`src/rtl/dbg_ram_editor.sv`:
```
// Debug-side byte editor for the 256-byte RAM: loads the byte at the selected
// debug address, lets rotation steps dial a new value, and writes it back with the CPU held.
module dbg_ram_editor #(
  parameter int unsigned LOAD_WAIT = 32'd4,
  parameter int unsigned WR_HOLD   = 32'd100000000
) (
  input  logic       qzt_clk,
  input  logic       reset,
  input  logic       edit_en,
  input  logic       pulse,
  input  logic       direction,
  input  logic       commit,
  input  logic [7:0] addr_in,
  input  logic [7:0] rd_data,
  output logic       wr_en,
  output logic [7:0] wr_addr,
  output logic [7:0] wr_data,
  output logic [7:0] edit_value,
  output logic       cpu_hold,
  output logic       busy
);

  typedef enum logic [1:0] {
    S_IDLE  = 2'd0,
    S_LOAD  = 2'd1,
    S_EDIT  = 2'd2,
    S_WRITE = 2'd3
  } state_t;

  state_t      state_q;
  logic [31:0] cnt_q;
  logic        pulse_dly_q;
  logic        commit_dly_q;
  logic        edit_en_dly_q;
  logic        pulse_rise_q;
  logic        commit_rise_q;
  logic        edit_en_rise_q;
  logic        dir_q;
  logic        wr_en_q;
  logic [7:0]  wr_addr_q;
  logic [7:0]  wr_data_q;
  logic [7:0]  edit_value_q;
  logic        cpu_hold_q;
  logic        busy_q;

  assign wr_en      = wr_en_q;
  assign wr_addr    = wr_addr_q;
  assign wr_data    = wr_data_q;
  assign edit_value = edit_value_q;
  assign cpu_hold   = cpu_hold_q;
  assign busy       = busy_q;

  // Edge detectors and editor state machine with registered outputs.
  always_ff @(posedge qzt_clk or posedge reset) begin
    if (reset) begin
      state_q        <= S_IDLE;
      cnt_q          <= 32'd0;
      pulse_dly_q    <= 1'b0;
      commit_dly_q   <= 1'b0;
      edit_en_dly_q  <= 1'b0;
      pulse_rise_q   <= 1'b0;
      commit_rise_q  <= 1'b0;
      edit_en_rise_q <= 1'b0;
      dir_q          <= 1'b0;
      wr_en_q        <= 1'b0;
      wr_addr_q      <= 8'd0;
      wr_data_q      <= 8'd0;
      edit_value_q   <= 8'd0;
      cpu_hold_q     <= 1'b0;
      busy_q         <= 1'b0;
    end else begin
      pulse_dly_q    <= pulse;
      commit_dly_q   <= commit;
      edit_en_dly_q  <= edit_en;
      pulse_rise_q   <= pulse & ~pulse_dly_q;
      commit_rise_q  <= commit & ~commit_dly_q;
      edit_en_rise_q <= edit_en & ~edit_en_dly_q;
      dir_q          <= direction;

      case (state_q)
        S_IDLE: begin
          edit_value_q <= rd_data;
          if (edit_en_rise_q) begin
            wr_addr_q  <= addr_in;
            cpu_hold_q <= 1'b1;
            busy_q     <= 1'b1;
            cnt_q      <= 32'd0;
            state_q    <= S_LOAD;
          end
        end
        S_LOAD: begin
          if (cnt_q + 32'd1 >= LOAD_WAIT) begin
            edit_value_q <= rd_data;
            busy_q       <= 1'b0;
            cnt_q        <= 32'd0;
            state_q      <= S_EDIT;
          end else begin
            cnt_q <= cnt_q + 32'd1;
          end
        end
        // Events are prioritised; anything lower in the chain is dropped this cycle.
        S_EDIT: begin
          if (!edit_en_dly_q) begin
            cpu_hold_q <= 1'b0;
            state_q    <= S_IDLE;
          end else if (addr_in != wr_addr_q) begin
            wr_addr_q <= addr_in;
            busy_q    <= 1'b1;
            cnt_q     <= 32'd0;
            state_q   <= S_LOAD;
          end else if (commit_rise_q) begin
            wr_data_q <= edit_value_q;
            wr_en_q   <= 1'b1;
            busy_q    <= 1'b1;
            cnt_q     <= 32'd0;
            state_q   <= S_WRITE;
          end else if (pulse_rise_q) begin
            edit_value_q <= dir_q ? (edit_value_q + 8'd1) : (edit_value_q - 8'd1);
          end
        end
        S_WRITE: begin
          if (cnt_q + 32'd1 >= WR_HOLD) begin
            wr_en_q <= 1'b0;
            busy_q  <= 1'b0;
            cnt_q   <= 32'd0;
            if (!edit_en_dly_q) begin
              cpu_hold_q <= 1'b0;
              state_q    <= S_IDLE;
            end else begin
              state_q <= S_EDIT;
            end
          end else begin
            cnt_q <= cnt_q + 32'd1;
          end
        end
        default: begin
          state_q    <= S_IDLE;
          cnt_q      <= 32'd0;
          wr_en_q    <= 1'b0;
          cpu_hold_q <= 1'b0;
          busy_q     <= 1'b0;
        end
      endcase
    end
  end

endmodule

```
`config.mk`:
```
export PLATFORM = sky130hd
export DESIGN_NAME = dbg_ram_editor
export DESIGN_NICKNAME = d
export VERILOG_FILES = /design/src/rtl/dbg_ram_editor.sv
export SDC_FILE = /design/constraint.sdc
export NUM_CORES = 1
export LEC_CHECK = 0
export ABC_AREA = 1
export CAP_MARGIN = 20
export CORE_AREA = 3 3 91 157
export DETAILED_ROUTE_END_ITERATION = 8
export DIE_AREA = 0 0 94 160
export GPL_TIMING_DRIVEN = 0
export SYNTH_ARGS = -nofsm -noshare
export SYNTH_HDL_FRONTEND = slang
export SYNTH_SLANG_ARGS = --single-unit
```
`constraint.sdc`:
```
create_clock -name qzt_clk -period 2.72 [get_ports qzt_clk]
set_input_delay 0.68 -clock qzt_clk [delete_from_list [all_inputs] [get_ports qzt_clk]]
set_output_delay 0.68 -clock qzt_clk [all_outputs]
set_load 0.05 [all_outputs]
```
## Word-level counts from Yosys, hierarchy flattened

Index checks and enable logic that the tools add are counted.

- Add/subtract/negate cells: 3
- $mul: 0
- Div/mod/pow operators: 0
- $lt $le $gt $ge: 2
- Equal/unequal tests: 15
- Shifts and indexed selects: 0
- Multiplexer cells: 39
- Bitwise logic cells: 7
- Reductions and logical operators: 13

Operator list:

| operator | count |
|---|---|
| 32-bit two-way mux | 6 |
| 32-bit one-hot mux with 4 select lines | 1 |
| 8-bit two-way mux | 9 |
| 32-bit by 1-bit adder with 32-bit output, second input constant | 1 |
| 32-bit by 27-bit >= comparator with 1-bit output, second input constant | 1 |
| 32-bit by 3-bit >= comparator with 1-bit output, second input constant | 1 |
| 8-bit one-hot mux with 3 select lines | 1 |
| 2-bit != test, second input constant | 9 |
| 8-bit one-hot mux with 2 select lines | 1 |
| 2-bit two-way mux | 7 |
| 4-bit AND reduction | 3 |
| 1-bit two-way mux | 10 |
| 5-bit AND reduction | 2 |
| 8-bit by 1-bit adder with 8-bit output, second input constant | 1 |
| 8-bit != test | 1 |
| 2-bit one-hot mux with 4 select lines | 1 |
| 8-bit by 1-bit subtractor with 8-bit output, second input constant | 1 |
| 3-bit AND reduction | 2 |
| 6-bit AND reduction | 1 |
| 3-bit nonzero test | 2 |
| 2-bit == test, second input constant | 2 |
| 4-bit != test, second input constant | 1 |
| 1-bit inverter | 4 |
| 1-bit one-hot mux with 4 select lines | 1 |
| 7 further kinds | 10 |

- Register bits after elaboration: 68
- Latch bits: 0
- Memory bits (writable): 0
- ROM bits: 0
- Input port bits: 22
- Memories: 0

## Logic depth before layout (Yosys ltp)

- Depth after elaboration: 7
- Gate-level depth with buffers: 19
- Gate-level depth less buffers: 18

## Worst setup path before layout

Ideal clock, no wire load.

- Kind: input port to flip-flop
- Start point: input addr_in[1]
- End point: register cnt_q[23]
- Library setup time: 0.130 ns
- Arrival time: 2.016 ns
- Required time: 2.590 ns
- Setup slack: 0.574 ns
- Stages: 11
- Path buffers: 1
- Cell sequence: inv_1 or2_2 nand4_1 nor3_1 nand2_1 inv_1 nand3_1 nand2_1 inv_1 clkbuf_1 o21ai_1

- Cells in the longest elaborated chain, start to end: 4
- Elaborated cells between the ends (all ways): 6
- Those cells by class: eq/ne (2); mux (3); reduce/logical (1)

RTL lines:

| element | line | text |
|---|---|---|
| start: declaration | 13 | `input logic [7:0] addr_in,` |
| 8-bit != test * | 106 | `end else if (addr_in != wr_addr_q) begin` |
| 32-bit two-way mux | 106 |  |
| 32-bit two-way mux | 103 | `if (!edit_en_dly_q) begin` |
| 32-bit one-hot mux with 4 select lines | 80 | `case (state_q)` |
| end signal: assignment | 98 | `cnt_q <= cnt_q + 32'd1;` |
| end signal: assignment | 133 | `cnt_q <= cnt_q + 32'd1;` |
| end: declaration | 31 | `logic [31:0] cnt_q;` |

Mark *: on every way between the ends. The rest lies on a longest branch, timed or not. The select of a mux whose other input is x is not followed.
A chain may end at the register's enable or synchronous reset.

## Final worst setup path

- Start point: input addr_in[5]
- End point: register wr_data_q[6], in the netlist wr_data[6]

- Cells in the longest elaborated chain, start to end: 3

RTL lines:

| element | line | text |
|---|---|---|
| 8-bit != test | 106 |  |
| 1-bit inverter (no source line) | n/a |  |
| 4-bit AND reduction (no source line) | n/a |  |
| end signal: assignment | 112 | `wr_data_q <= edit_value_q;` |
| end: declaration | 41 | `logic [7:0] wr_data_q;` |

No other way between the ends.

==> flow_summary.ini <==
[detailed_routing]
vias_per_cell = 4.92
vias = 4422
dr.pass1.iters = 5
drt_wl_total_microns = 13100
drt-initial-drc-count = 203
wl_per_cell_microns = 14.6
antenna_left = 0
drcViolationCount = 0

[final_layout]
area_growth_pct = 24.5
finalNetCount = 754
fillers = 1390
final_layout_size_suffix_gt1_share_pct = 11.1
num_antenna_cells = 0
fin_util_pct = 43.3
layoutNonFillerInstCount = 899
post-route-cell-area_sq_um = 5660

[synthesis]
synthArstFlopShare_pct = 100
yosysTopAreaCellShare_pct = 37.5
yosysUniqueCellTypes = 37
yosys_warnings = 0
yosysMostFrequentCell = nand2_1
avgSynthCellArea_sq_um = 6.90
synth_seq_cells = 68
syn_inst = 658
synth-seq-area-share_pct = 37.5
synth_edf_count = 0
syn_nets = 689
syn-cell-area_sq_um = 4540
synth_ff_type = dfrtp_1
synth_common_cells = 235 x nand2_1, 89 x nor2_1, 68 x dfrtp_1
synth_area_leaders = dfrtp_1 37%, nand2_1 19%, nor2_1 7.4%
yosys.area.top_type = dfrtp_1

[cts]
cts_num_sinks = 68
clk_latency_ns = 0.34
cts-root-buf = clkbuf_16
clk_pin_slew_ns = 0.06
cts_tree = yes
htree_num_levels = 3
clock_path_buffers = 2
numCtsBuffers = 9

[floorplan]
core_area_sq_um = 13100
num_rows = 55
io_pins = 49
die_area_sq_um = 15000
fp.dieH_microns = 160
start_util_pct = 34.7
dieWidth_microns = 94

[critical_path]
path_max_fanout = 8
critPathKind = in -> reg
worst_setup_path_start_kind = primary input
r2r_start = cnt_q[2]
required_ns = 2.94
reg2reg_slack_ns = 0.24
r2r-end = edit_value[2]
r2r_cells = 13
critical_path_arrival_ns = 2.77
endpoint_kind = flip-flop

[global_routing]
antenna_found_initial = 0
grt_pass1_wl_microns = 21300
first_global_vias = 4501
grt_max_degree = 66
grt-ovfl-total = 0
track_usage_pct = 18.3

[place]
port_buffers = 48
globalplace.congestion = 0.938
place_inst = 878
dp_hpwl_microns = 10300
place_area_sq_um = 5270

[sta]
finalHoldViolCount = 0
fin_crit_sh_pct = 93.5
max_slew_margin_pct = 61.3
period_needed_ns = 2.54
grt_setup_unrepaired = no
worst_slew_pin_slew_ns = 0.580
drv_slew = 0
max_freq_ghz = 0.393
setup_viol = 0
finClkSkew_ns = 0.0117
tns_ns = 0

[hold_path]
min_path_cells = 1
holdCritStartpoint = commit_dly_q
hp-class = reg -> reg
min_to = commit_rise_q

[run]
drv_cap = 0

[power]
max-vdd-ir-drop_mv = 0.701
p_leak_nw = 2.66
power_density_nw_per_um2 = 886
fin_total_pwr_mw = 5.01

[status]
status = complete, no violations
critical path, cell delays in order:
cell	delay, ns
clkdlybuf4s50_1	0.45
xor2_1	0.17
nor4_2	0.30
nand2_1	0.15
inv_1	0.14
nand4_1	0.43
mux2_2	0.45
placed cells by master, fill, tap and decap left out, types with 2 or more instances in the layout:
master	instances
nand2_1	232
nor2_1	86
dfrtp_1	66
inv_1	64
clkdlybuf4s50_1	48
nand3_1	43
o21ai_0	17
o21ai_1	14
nand4_1	13
a21oi_1	13
nor3_1	12
xor2_1	10
nor2_4	10
nand2_2	9
clkbuf_16	9
mux2_2	8
ha_1	7
nor2_2	6
nand2_4	5
buf_4	5
nand3b_1	4
xnor2_1	4
or2_2	3
clkbuf_1	3
buf_6	3
clkinvlp_4	3
clkinv_1	2
nand3_4	2
clkinv_4	2
dfrtp_2	2
cells by family (layout without fill, tap and decap cells):
family | Yosys count | after routing | synth area share [%]
multiplexers | 9 | 9 | 2.20
flip-flops | 68 | 68 | 37.5
buffers and inverters | 76 | 146 | 6.77
AND/OR/NAND/NOR | 432 | 432 | 42.4
XOR/XNOR | 14 | 14 | 2.70
AO/OA/AOI/OAI | 50 | 50 | 5.81
adder cells (fa/ha/maj) | 9 | 9 | 2.64
where the power goes:
group          switching [mW]  internal, mW  leakage (nW)  total (mW)
clock network           0.474         0.644         0.132        1.12
registers               0.218          1.20         0.896        1.42
logic                    1.63         0.842          1.63        2.47
total                    2.32          2.69          2.66        5.01
through the flow:
| step | hold slack (ns) | worst slack, ns |
|---|---|---|
| floorplan | 0.376 | 0.328 |
| global placement | 0.380 | -1.02 |
| detailed placement | 0.392 | -0.646 |
| CTS | 0.400 | 0.0287 |
| global route | 0.426 | 0.00158 |
| finish | 0.396 | 0.175 |
flip-flops by register name (all words and copies together), names as in the netlist:
register and count:
edit_value 8, edit_en_rise_q 1, wr_en 1, busy 1, wr_data 8, edit_en_dly_q 1, commit_dly_q 1, state_q 2
pulse_rise_q 1, pulse_dly_q 1, commit_rise_q 1, cpu_hold 1, dir_q 1, cnt_q 32, wr_addr 8
what timing repair did:
| item | 4_1_cts | 5_1_grt |
|---|---|---|
| pin swaps | 0 | 4 |
| setup buffers | 0 | 5 |
| endpoints found under the setup margin | 26 | 49 |
| hold endpoints to repair | 0 | 0 |
| resized for setup | 3 | 19 |
| hold buffers | 0 | 0 |
how the worst max path moves through the flow:
stage	slack, ns	from	endpoint	cells past startpoint
floorplan	0.33	reset	busy	1
global placement	-1.02	reset	cnt_q[28]	2
detailed placement	-0.65	addr_in[1]	cnt_q[5]	12
CTS	0.03	addr_in[1]	wr_addr[1]	10
global route	0.002	cnt_q[7]	cnt_q[24]	16
finish	0.18	addr_in[5]	wr_data[6]	7
area by class of cell:
type,instances,area [sq um],area share (%)
Inverter,69,265,4.69
Multi-Input combinational cell,514,2600,45.9
Buffer,7,51.3,0.907
Clock buffer,11,243,4.29
Tap cell,171,214,3.78
Clock inverter,5,37.5,0.663
Sequential cell,68,1700,30.1
Timing Repair Buffer,54,546,9.64
layer usage:
layer  track usage (%)  part of all wire [%]  wire length [microns]
met3              3.02                   3.1                    412
met1              17.0                    35                   4590
met4              12.1                   7.1                    926
met2              34.9                    55                   7180
met5                 0                     0                      0
Power figures use the tool's default switching activity.
